`src/rtl/braille_pkg.sv`:
```
// -----------------------------------------------------------------------------
// braille_pkg
// Shared definitions for the Braille trainer input front end.
//   CODE_W                  - width of the dot pattern (one bit per dot)
//   DEBOUNCE_CYCLES_DEFAULT - stable cycles required to accept a press/release
//                             (1 ms at 50 MHz)
//   CNT_W_DEFAULT           - debounce counter width
//   key_state_t             - key capture FSM states
// -----------------------------------------------------------------------------
package braille_pkg;

    localparam int CODE_W                  = 4;
    localparam int DEBOUNCE_CYCLES_DEFAULT = 50000;
    localparam int CNT_W_DEFAULT           = 16;

    typedef enum logic [1:0] {
        IDLE,
        PRESS_WAIT,
        HELD,
        RELEASE_WAIT
    } key_state_t;

endpackage

```
`src/rtl/braille_key_capture_if.sv`:
```
// -----------------------------------------------------------------------------
// braille_key_capture_if
// Board-side and downstream signals of the key capture block.
//   Btn   - raw enter button, active-high, asynchronous, bouncy
//   Sw    - raw dot switches, bit i = dot i+1
//   Code  - captured dot pattern
//   Valid - one-cycle strobe, Code is new in the same cycle
//   Busy  - capture FSM is not idle
// master: the side driving the raw inputs (board / bench)
// slave : the key capture block itself
// -----------------------------------------------------------------------------
interface braille_key_capture_if;

    logic                           Btn;
    logic [braille_pkg::CODE_W-1:0] Sw;
    logic [braille_pkg::CODE_W-1:0] Code;
    logic                           Valid;
    logic                           Busy;

    modport master (
        output Btn,
        output Sw,
        input  Code,
        input  Valid,
        input  Busy
    );

    modport slave (
        input  Btn,
        input  Sw,
        output Code,
        output Valid,
        output Busy
    );

endinterface

```
`src/rtl/braille_key_capture_sync_2ff.sv`:
```
// -----------------------------------------------------------------------------
// sync_2ff
// Two-flop synchroniser for asynchronous inputs. Each bit is synchronised
// independently; the bus is not coherent across bits.
//   i_clk - destination clock
//   i_rst - asynchronous, active-high clear (both stages to 0)
//   i_d   - asynchronous input
//   o_q   - synchronised output, two cycles of latency
// -----------------------------------------------------------------------------
module sync_2ff #(
    parameter int WIDTH = 1
) (
    input  logic             i_clk,
    input  logic             i_rst,
    input  logic [WIDTH-1:0] i_d,
    output logic [WIDTH-1:0] o_q
);

    logic [WIDTH-1:0] r_meta;
    logic [WIDTH-1:0] r_sync;

    // NOTE: sequential state uses non-blocking assignments so both stages
    // sample their inputs from before the edge; blocking here would collapse
    // the two flops into one.
    always_ff @(posedge i_clk or posedge i_rst) begin
        if (i_rst) begin
            r_meta <= '0;
            r_sync <= '0;
        end else begin
            r_meta <= i_d;
            r_sync <= r_meta;
        end
    end

    assign o_q = r_sync;

endmodule

```
`src/rtl/braille_key_capture.sv`:
```
// -----------------------------------------------------------------------------
// braille_key_capture
// Synchronises and debounces the enter button, then latches the synchronised
// dot switches once per clean press and presents them with a one-cycle strobe.
//   Clk            - system clock, rising edge
//   Rst            - asynchronous, active-high reset
//   bus.Btn/bus.Sw - raw button and dot switches
//   bus.Code       - registered captured pattern, changes only on accept
//   bus.Valid      - registered one-cycle strobe per accepted press
//   bus.Busy       - high whenever the FSM is not IDLE
// Parameters:
//   DEBOUNCE_CYCLES - stable cycles to accept a press or release (2..2^CNT_W-1)
//   CNT_W           - debounce counter width
// -----------------------------------------------------------------------------
module braille_key_capture
    import braille_pkg::*;
#(
    parameter int DEBOUNCE_CYCLES = DEBOUNCE_CYCLES_DEFAULT,
    parameter int CNT_W           = CNT_W_DEFAULT
) (
    input  logic                  Clk,
    input  logic                  Rst,
    braille_key_capture_if.slave  bus
);

    // Terminal count: the counter stops here, so it can never wrap.
    localparam logic [CNT_W-1:0] CNT_LAST = CNT_W'(DEBOUNCE_CYCLES - 1);

    logic              w_btn_s;
    logic [CODE_W-1:0] w_sw_s;

    key_state_t        r_state;
    key_state_t        w_state_next;
    logic [CNT_W-1:0]  r_cnt;
    logic [CNT_W-1:0]  w_cnt_next;
    logic              w_cnt_done;
    logic              w_accept;
    logic [CODE_W-1:0] r_code;
    logic              r_valid;

    // -------------------------------------------------------------------------
    // Synchronisers: every FSM decision below uses only the synchronised copies.
    // -------------------------------------------------------------------------
    sync_2ff #(.WIDTH(1)) u_sync_btn (
        .i_clk (Clk),
        .i_rst (Rst),
        .i_d   (bus.Btn),
        .o_q   (w_btn_s)
    );

    sync_2ff #(.WIDTH(CODE_W)) u_sync_sw (
        .i_clk (Clk),
        .i_rst (Rst),
        .i_d   (bus.Sw),
        .o_q   (w_sw_s)
    );

    assign w_cnt_done = (r_cnt == CNT_LAST);

    // -------------------------------------------------------------------------
    // Next-state / counter / accept decode
    // -------------------------------------------------------------------------
    // NOTE: every signal driven here gets a default before the case so no path
    // leaves it unassigned; a missing default would infer a latch.
    always_comb begin
        w_state_next = r_state;
        w_cnt_next   = r_cnt;
        w_accept     = 1'b0;

        case (r_state)
            IDLE: begin
                if (w_btn_s) begin
                    w_state_next = PRESS_WAIT;
                    w_cnt_next   = '0;
                end
            end

            PRESS_WAIT: begin
                if (!w_btn_s) begin
                    // Bounce during the press window: drop it silently.
                    w_state_next = IDLE;
                end else if (w_cnt_done) begin
                    w_state_next = HELD;
                    w_accept     = 1'b1;
                end else begin
                    w_cnt_next = r_cnt + CNT_W'(1);
                end
            end

            HELD: begin
                if (!w_btn_s) begin
                    w_state_next = RELEASE_WAIT;
                    w_cnt_next   = '0;
                end
            end

            RELEASE_WAIT: begin
                if (w_btn_s) begin
                    // Release bounce: back to HELD without a new strobe.
                    w_state_next = HELD;
                end else if (w_cnt_done) begin
                    w_state_next = IDLE;
                end else begin
                    w_cnt_next = r_cnt + CNT_W'(1);
                end
            end

            default: begin
                w_state_next = IDLE;
                w_cnt_next   = '0;
            end
        endcase
    end

    // -------------------------------------------------------------------------
    // State, counter and output registers
    // -------------------------------------------------------------------------
    always_ff @(posedge Clk or posedge Rst) begin
        if (Rst) begin
            r_state <= IDLE;
            r_cnt   <= '0;
            r_code  <= '0;
            r_valid <= 1'b0;
        end else begin
            r_state <= w_state_next;
            r_cnt   <= w_cnt_next;
            r_valid <= w_accept;
            // Code only moves on the accept edge; switch motion at any other
            // time is ignored.
            if (w_accept) begin
                r_code <= w_sw_s;
            end
        end
    end

    assign bus.Code  = r_code;
    assign bus.Valid = r_valid;
    assign bus.Busy  = (r_state != IDLE);

endmodule
```
`src/flat_wrapper.sv`:
```
// flat-port wrapper written by rule: the top's interface ports become plain ports
module braille_key_capture_flat import braille_pkg::*;
#(
    parameter int DEBOUNCE_CYCLES = DEBOUNCE_CYCLES_DEFAULT,
    parameter int CNT_W           = CNT_W_DEFAULT
)
  (Clk, Rst, bus_Btn, bus_Sw, bus_Code, bus_Valid, bus_Busy);
  braille_key_capture_if bus_i ();
  input  logic Clk;
  input  logic Rst;
  input wire logic [$bits(bus_i.Btn)-1:0] bus_Btn;
  input wire logic [$bits(bus_i.Sw)-1:0] bus_Sw;
  output wire logic [$bits(bus_i.Code)-1:0] bus_Code;
  output wire logic [$bits(bus_i.Valid)-1:0] bus_Valid;
  output wire logic [$bits(bus_i.Busy)-1:0] bus_Busy;
  assign bus_i.Btn = bus_Btn;
  assign bus_i.Sw = bus_Sw;
  assign bus_Code = bus_i.Code;
  assign bus_Valid = bus_i.Valid;
  assign bus_Busy = bus_i.Busy;
  braille_key_capture #(.DEBOUNCE_CYCLES(DEBOUNCE_CYCLES), .CNT_W(CNT_W)) u_core (.Clk(Clk), .Rst(Rst), .bus(bus_i));
endmodule
```
`config.mk`:
```
export PLATFORM = sky130hd
export DESIGN_NAME = braille_key_capture_flat
export DESIGN_NICKNAME = d
export VERILOG_FILES = /design/src/rtl/braille_pkg.sv /design/src/rtl/braille_key_capture_if.sv /design/src/rtl/braille_key_capture_sync_2ff.sv /design/src/rtl/braille_key_capture.sv /design/src/flat_wrapper.sv
export SDC_FILE = /design/constraint.sdc
export NUM_CORES = 1
export LEC_CHECK = 0
export CAP_MARGIN = 20
export CORE_UTILIZATION = 48
export DETAILED_ROUTE_END_ITERATION = 6
export GPL_TIMING_DRIVEN = 1
export HOLD_SLACK_MARGIN = 0.1
export PLACE_DENSITY = 0.74
export SETUP_SLACK_MARGIN = 0.2
export SLEW_MARGIN = 20
export SYNTH_ARGS = -nofsm -noshare
export SYNTH_HDL_FRONTEND = slang
export SYNTH_SLANG_ARGS = --single-unit
export TNS_END_PERCENT = 5
```
`constraint.sdc`:
```
create_clock -name Clk -period 2.58 [get_ports Clk]
set_clock_uncertainty 0.1 [all_clocks]
set_input_delay 0.516 -clock Clk [delete_from_list [all_inputs] [get_ports Clk]]
set_output_delay 0.516 -clock Clk [all_outputs]
set_load 0.02 [all_outputs]
```
# Yosys cells after proc, flatten, opt, wreduce, memory -nomap -nowiden
# Cells that the tools add are included.
[totals] elab_cells=39 reg_bits=33 mem_bits_ro=0 out_inout_bits=6 memories=0 latchBits=0 input_bits=7 ram_bits=0
[classes] n_lt_le_gt_ge=0 n_eq_ne=10 reduce_logical=4 add_sub_neg=1 n_mux=16 n_mul=0 n_shift=0 n_bitwise=0 n_div=0
[ops] cell="$mux W16" count=5
[ops] cell="$pmux W16 S4" count=1
[ops] cell="$add A16 B1 Y16 const B" count=1
[ops] cell="$eq A16 B16 Y1 const B" count=1
[ops] cell="$mux W2" count=6
[ops] cell="$ne A2 B2 Y1 const B" count=4
[ops] cell="$pmux W2 S4" count=1
[ops] cell="$reduce_and A4 Y1" count=2
[ops] cell="$ne A3 B2 Y1 const B" count=2
[ops] cell="$eq A2 B2 Y1 const B" count=2
[ops] cell="$mux W1" count=3
[ops] cell="$eq A2 B1 Y1 const B" count=1
[ops] cell="$logic_not A2 Y1" count=1
[ops] cell="$reduce_bool A2 Y1" count=1

# Longest topological paths before layout
[logic_depth] depth_word=4 ltp_mapped=7 depth_no_buf=7

# Cells and area by module
# A second synthesis with hierarchy kept.
[hier_totals] hier_cells=136 hier_area_um2=1529.0
[modules_own_cells] mod="braille_key_capture" cells_each=124 seq_area_each_um2=575.6 area_each_um2=1271.2 instances=1
[modules_own_cells] mod="sync_2ff (u_core.u_sync_sw)" cells_each=9 seq_area_each_um2=200.2 area_each_um2=203.9 instances=1
[modules_own_cells] mod="sync_2ff (u_core.u_sync_btn)" cells_each=3 seq_area_each_um2=50.0 area_each_um2=53.8 instances=1

# Worst setup path after synthesis
# No wires, ideal clock.
[synth_path] path_kind="register to register" startpoint="register u_core.r_cnt[11]" endpoint="register u_core.r_code[1], in the netlist u_core.bus.Code[1]" synth_period_minus_slack_ns=2.011 path_slack_ns=0.569 t_arrival_ns=1.786 path_buffers=0 stages_incl_launch_ff=5 path_cell_list="dfrtp_1 -> nor4b_2 -> or4b_4 -> nor2_4 -> mux2_2"
[synth_between] elab_chain_cells=4
[synth_rtl] item="start: declaration" line_no="braille_key_capture.sv:34" text="logic [CNT_W-1:0] r_cnt;"
[synth_rtl] item="start signal: assignment" line_no="braille_key_capture.sv:126" text="r_cnt <= w_cnt_next;"
[synth_rtl] item="$eq A16 B16 Y1" line_no="braille_key_capture.sv:58" text="assign w_cnt_done = (r_cnt == CNT_LAST);"
[synth_rtl] item="$mux W1" line_no="braille_key_capture.sv:82" text="end else if (w_cnt_done) begin"
[synth_rtl] item="$mux W1" line_no="braille_key_capture.sv:79" text="if (!w_btn_s) begin"
[synth_rtl] item="$mux W1" line_no="braille_key_capture.sv:70" text="case (r_state)"
[synth_rtl] item="end signal: assignment" line_no="braille_key_capture.sv:131" text="r_code <= w_sw_s;"
[synth_rtl] item="end: declaration" line_no="braille_key_capture.sv:38" text="logic [CODE_W-1:0] r_code;"
# No other way between the ends.
# A chain may end at the register's enable or synchronous reset.

# Worst setup path after layout
[layout_path] startpoint="register u_core.r_state[0]" endpoint="output port bus_Busy"
[layout_between] elab_chain_cells=1
[layout_rtl] item="start: declaration" line_no="braille_key_capture.sv:32" text="key_state_t r_state;"
[layout_rtl] item="start signal: assignment" line_no="braille_key_capture.sv:125" text="r_state <= w_state_next;"
[layout_rtl] item="$reduce_bool A2 Y1" line_no="braille_key_capture.sv:138" text="assign bus.Busy = (r_state != IDLE);"
[layout_rtl] item="end: declaration" line_no="flat_wrapper.sv:15" text="output wire logic [$bits(bus_i.Busy)-1:0] bus_Busy;"
# No other way between the ends.

==> results.json <==
{
  "status": "completed",
  "busiest_layer": "met2",
  "startpoint": "u_core.r_state[0]",
  "grt_overflow": 0,
  "synth-seq-cells": 33,
  "hold_class": "reg2reg",
  "cts_tree": "built",
  "clk_pin_slew_ns": 0.10,
  "worstHoldEndpoint": "u_core.u_sync_sw.o_q[2]",
  "seq_area_frac_synth": 0.570,
  "num_vias": 1050,
  "die_x_um": 56.9,
  "synth_fp_nets": 142,
  "dr.pass1.iters": 4,
  "synth_cell_type_count": 35,
  "slew_headroom": 0.487,
  "grtUsageMet2": 0.333,
  "worstPathMaxFanout": 8,
  "setup_violations": 0,
  "ctsLongestPathBuffers": 2,
  "port_buffers": 12,
  "cp_top_family": "buffers and inverters",
  "fp.dieH_um": 56.9,
  "numCtsBuffers": 5,
  "yosys_most_used_dff": "dfrtp_1",
  "clock-root-buffer": "clkbuf_4",
  "drt-total-wl_mm": 2.82,
  "critPathMaxStageDelay_ns": 0.54,
  "rsz0062_at_grt": "no",
  "syn_to_final_growth_pct": 16.2,
  "place_area_sq_um": 1610,
  "placed_cells": 176,
  "dp_hpwl_mm": 2.06,
  "rows": 19,
  "p_leak_nw": 0.710,
  "grtUsageTotal": 0.207,
  "synthTopCellsByArea": "dfrtp_1, o21ai_0, mux2_2, nor2_1, nand2_1",
  "crit_buf_inv": 1,
  "avgRoutedWirePerCell_um": 15.4,
  "dieArea_sq_um": 3240,
  "cts_num_sinks": 33,
  "maxCapViolCount": 0,
  "drcViolationCount": 0,
  "clock_latency_ns": 0.34,
  "drive_above_1_share": 0.158,
  "grt_pass1_vias": 1069,
  "final_antenna_net_count": 0,
  "final_area_sq_um": 1680,
  "synth_edf_count": 0,
  "holdPathStages": 0,
  "core_region_area_sq_um": 2810,
  "place_congestion": 0.830,
  "critPathRequiredTime_ns": 1.96,
  "avgSynthCellArea_sq_um": 10.8,
  "num_antenna_cells": 0,
  "slowest_stage": "clkdlybuf4s50_1",
  "crit_path_start_kind": "flop",
  "reg2reg_depth": 4,
  "vias_per_cell": 5.74,
  "peakVddDrop_mv": 0.386,
  "netlist.area_leader.share": 0.570,
  "pwr_density_cell_nw_per_um2": 580,
  "crit_type": "reg2out",
  "nets": 160,
  "worstPathArrival_ns": 1.67,
  "endpoint_kind": "output pin",
  "rrSetupSlack_ns": 0.38,
  "netlist_instances": 134,
  "synth_top_cell_by_area": "dfrtp_1",
  "crit_chain": "or2_2 > clkdlybuf4s50_1",
  "slew_violations": 0,
  "io_pins": 13,
  "final_cells": 183,
  "drt_first_iter_violations": 28,
  "async_flop_share": 1.00,
  "initial_utilization": 0.517,
  "grt_antenna_before_repair": 0,
  "hold_path_startpoint": "u_core.u_sync_sw.r_meta[2]",
  "fill_cells": 248,
  "ys_warn_count": 0,
  "fin_util": 0.600,
  "setup_tns_ns": 0,
  "use_met1": 0.252,
  "timing.rr.start": "u_core.r_cnt[11]",
  "tightest_slew_ns": 0.763,
  "grtUsageMet3": 0.0680,
  "cts_setup_buffers": 0,
  "grt_pass1_wl_mm": 4.91,
  "netlist_area_sq_um": 1450,
  "period_minus_slack_ns": 2.28,
  "hold_buffers": 0,
  "timing.fmax_mhz": 438,
  "cts.htree.levels": 2,
  "period_share": 0.885,
  "hold_violations": 0,
  "grt_max_degree": 34,
  "r2r-end": "u_core.bus.Code[0]"
}
==> sequential cells by signal (all words and copies together), names as in the netlist, named ones only <==
name                      cells
u_core.u_sync_btn.o_q         1
u_core.r_state                1
u_core.r_cnt                 16
u_core.bus.Code               4
u_core.u_sync_sw.o_q          4
u_core.u_sync_btn.r_meta      1
u_core.u_sync_sw.r_meta       4
u_core.bus.Valid              1
==> layer usage <==
metal | share of wire | vias to the layer above
met2 | 0.50 | 10
met4 | 0.022 | 0
li1 | - | 519
met5 | 0 | -
met1 | 0.44 | 516
met3 | 0.038 | 5
==> logic make-up after synthesis <==
group,share of synthesized area
and+or+nand+nor,0.194
DFF,0.570
AOI/OAI and AO/OA,0.127
buffers and inverters,0.0294
muxes,0.0527
xor gates and xnor gates,0.0181
adders and majority gates,0.00863
==> cells in the final DEF, fill, tap and decap left out, drive strengths merged, types with 2 or more instances in the layout <==
cell           count
or3                3
nor3               4
nand4              5
clkbuf             5
a22o               4
nand3              3
mux2               5
or2                2
o22ai              2
inv                8
xor2               2
o31ai              2
a31oi              3
a21oi              6
clkdlybuf4s50     12
mux2i              2
o21ai             11
nor2              12
nand2             12
nand4bb            2
dfrtp             33
buf                2
==> worst max-delay path by stage <==
stage                               to  slack [ns]  cells past startpoint
floorplan           u_core.bus.Code[1]        0.57                      4
global placement    u_core.bus.Code[1]        0.41                      4
detailed placement  u_core.bus.Code[1]        0.38                      4
CTS                           bus_Busy        0.24                      2
global route                  bus_Busy        0.24                      2
finish                        bus_Busy        0.30                      2
==> area by class of cell <==
| class | instances | area, sq um | share of cell area |
|---|---|---|---|
| Tap cell | 31 | 38.8 | 0.0230 |
| Inverter | 8 | 30.0 | 0.0178 |
| Sequential cell | 33 | 827 | 0.491 |
| Clock buffer | 5 | 37.5 | 0.0223 |
| Multi-Input combinational cell | 90 | 581 | 0.345 |
| Clock inverter | 2 | 35.0 | 0.0208 |
| Timing Repair Buffer | 14 | 135 | 0.0802 |
==> stage by stage <==
step                worst slack (ns)  power [mW]  hold slack [ns]
floorplan                      0.569       0.594            0.231
global placement               0.414       0.617            0.232
detailed placement             0.383       0.622            0.235
CTS                            0.241       0.985            0.256
global route                   0.236        1.02            0.263
finish                         0.296       0.977            0.255
==> cells in the mapped netlist (3+ instances only) <==
cell,n
a31oi_1,3
a21oi_1,6
a22o_1,4
o21ai_0,11
inv_1,7
nand3_1,3
nor2_1,11
nand4_1,5
nand2_1,10
or3_1,3
nor3_1,4
mux2_2,4
dfrtp_1,33
==> timing repair <==
item / in CTS / in global routing
resized for setup: 0 / 1
setup endpoints to repair: 0 / 1
endpoints found under the hold margin: 0 / 0
==> power by group <==
part | total [mW] | internal, mW | switching (mW) | leakage, nW
Clock | 0.365 | 0.197 | 0.168 | 0.0410
Combinational | 0.0620 | 0.0279 | 0.0341 | 0.237
Sequential | 0.550 | 0.534 | 0.0151 | 0.432
Total | 0.977 | 0.759 | 0.217 | 0.710
Power figures use the tool's default switching activity.
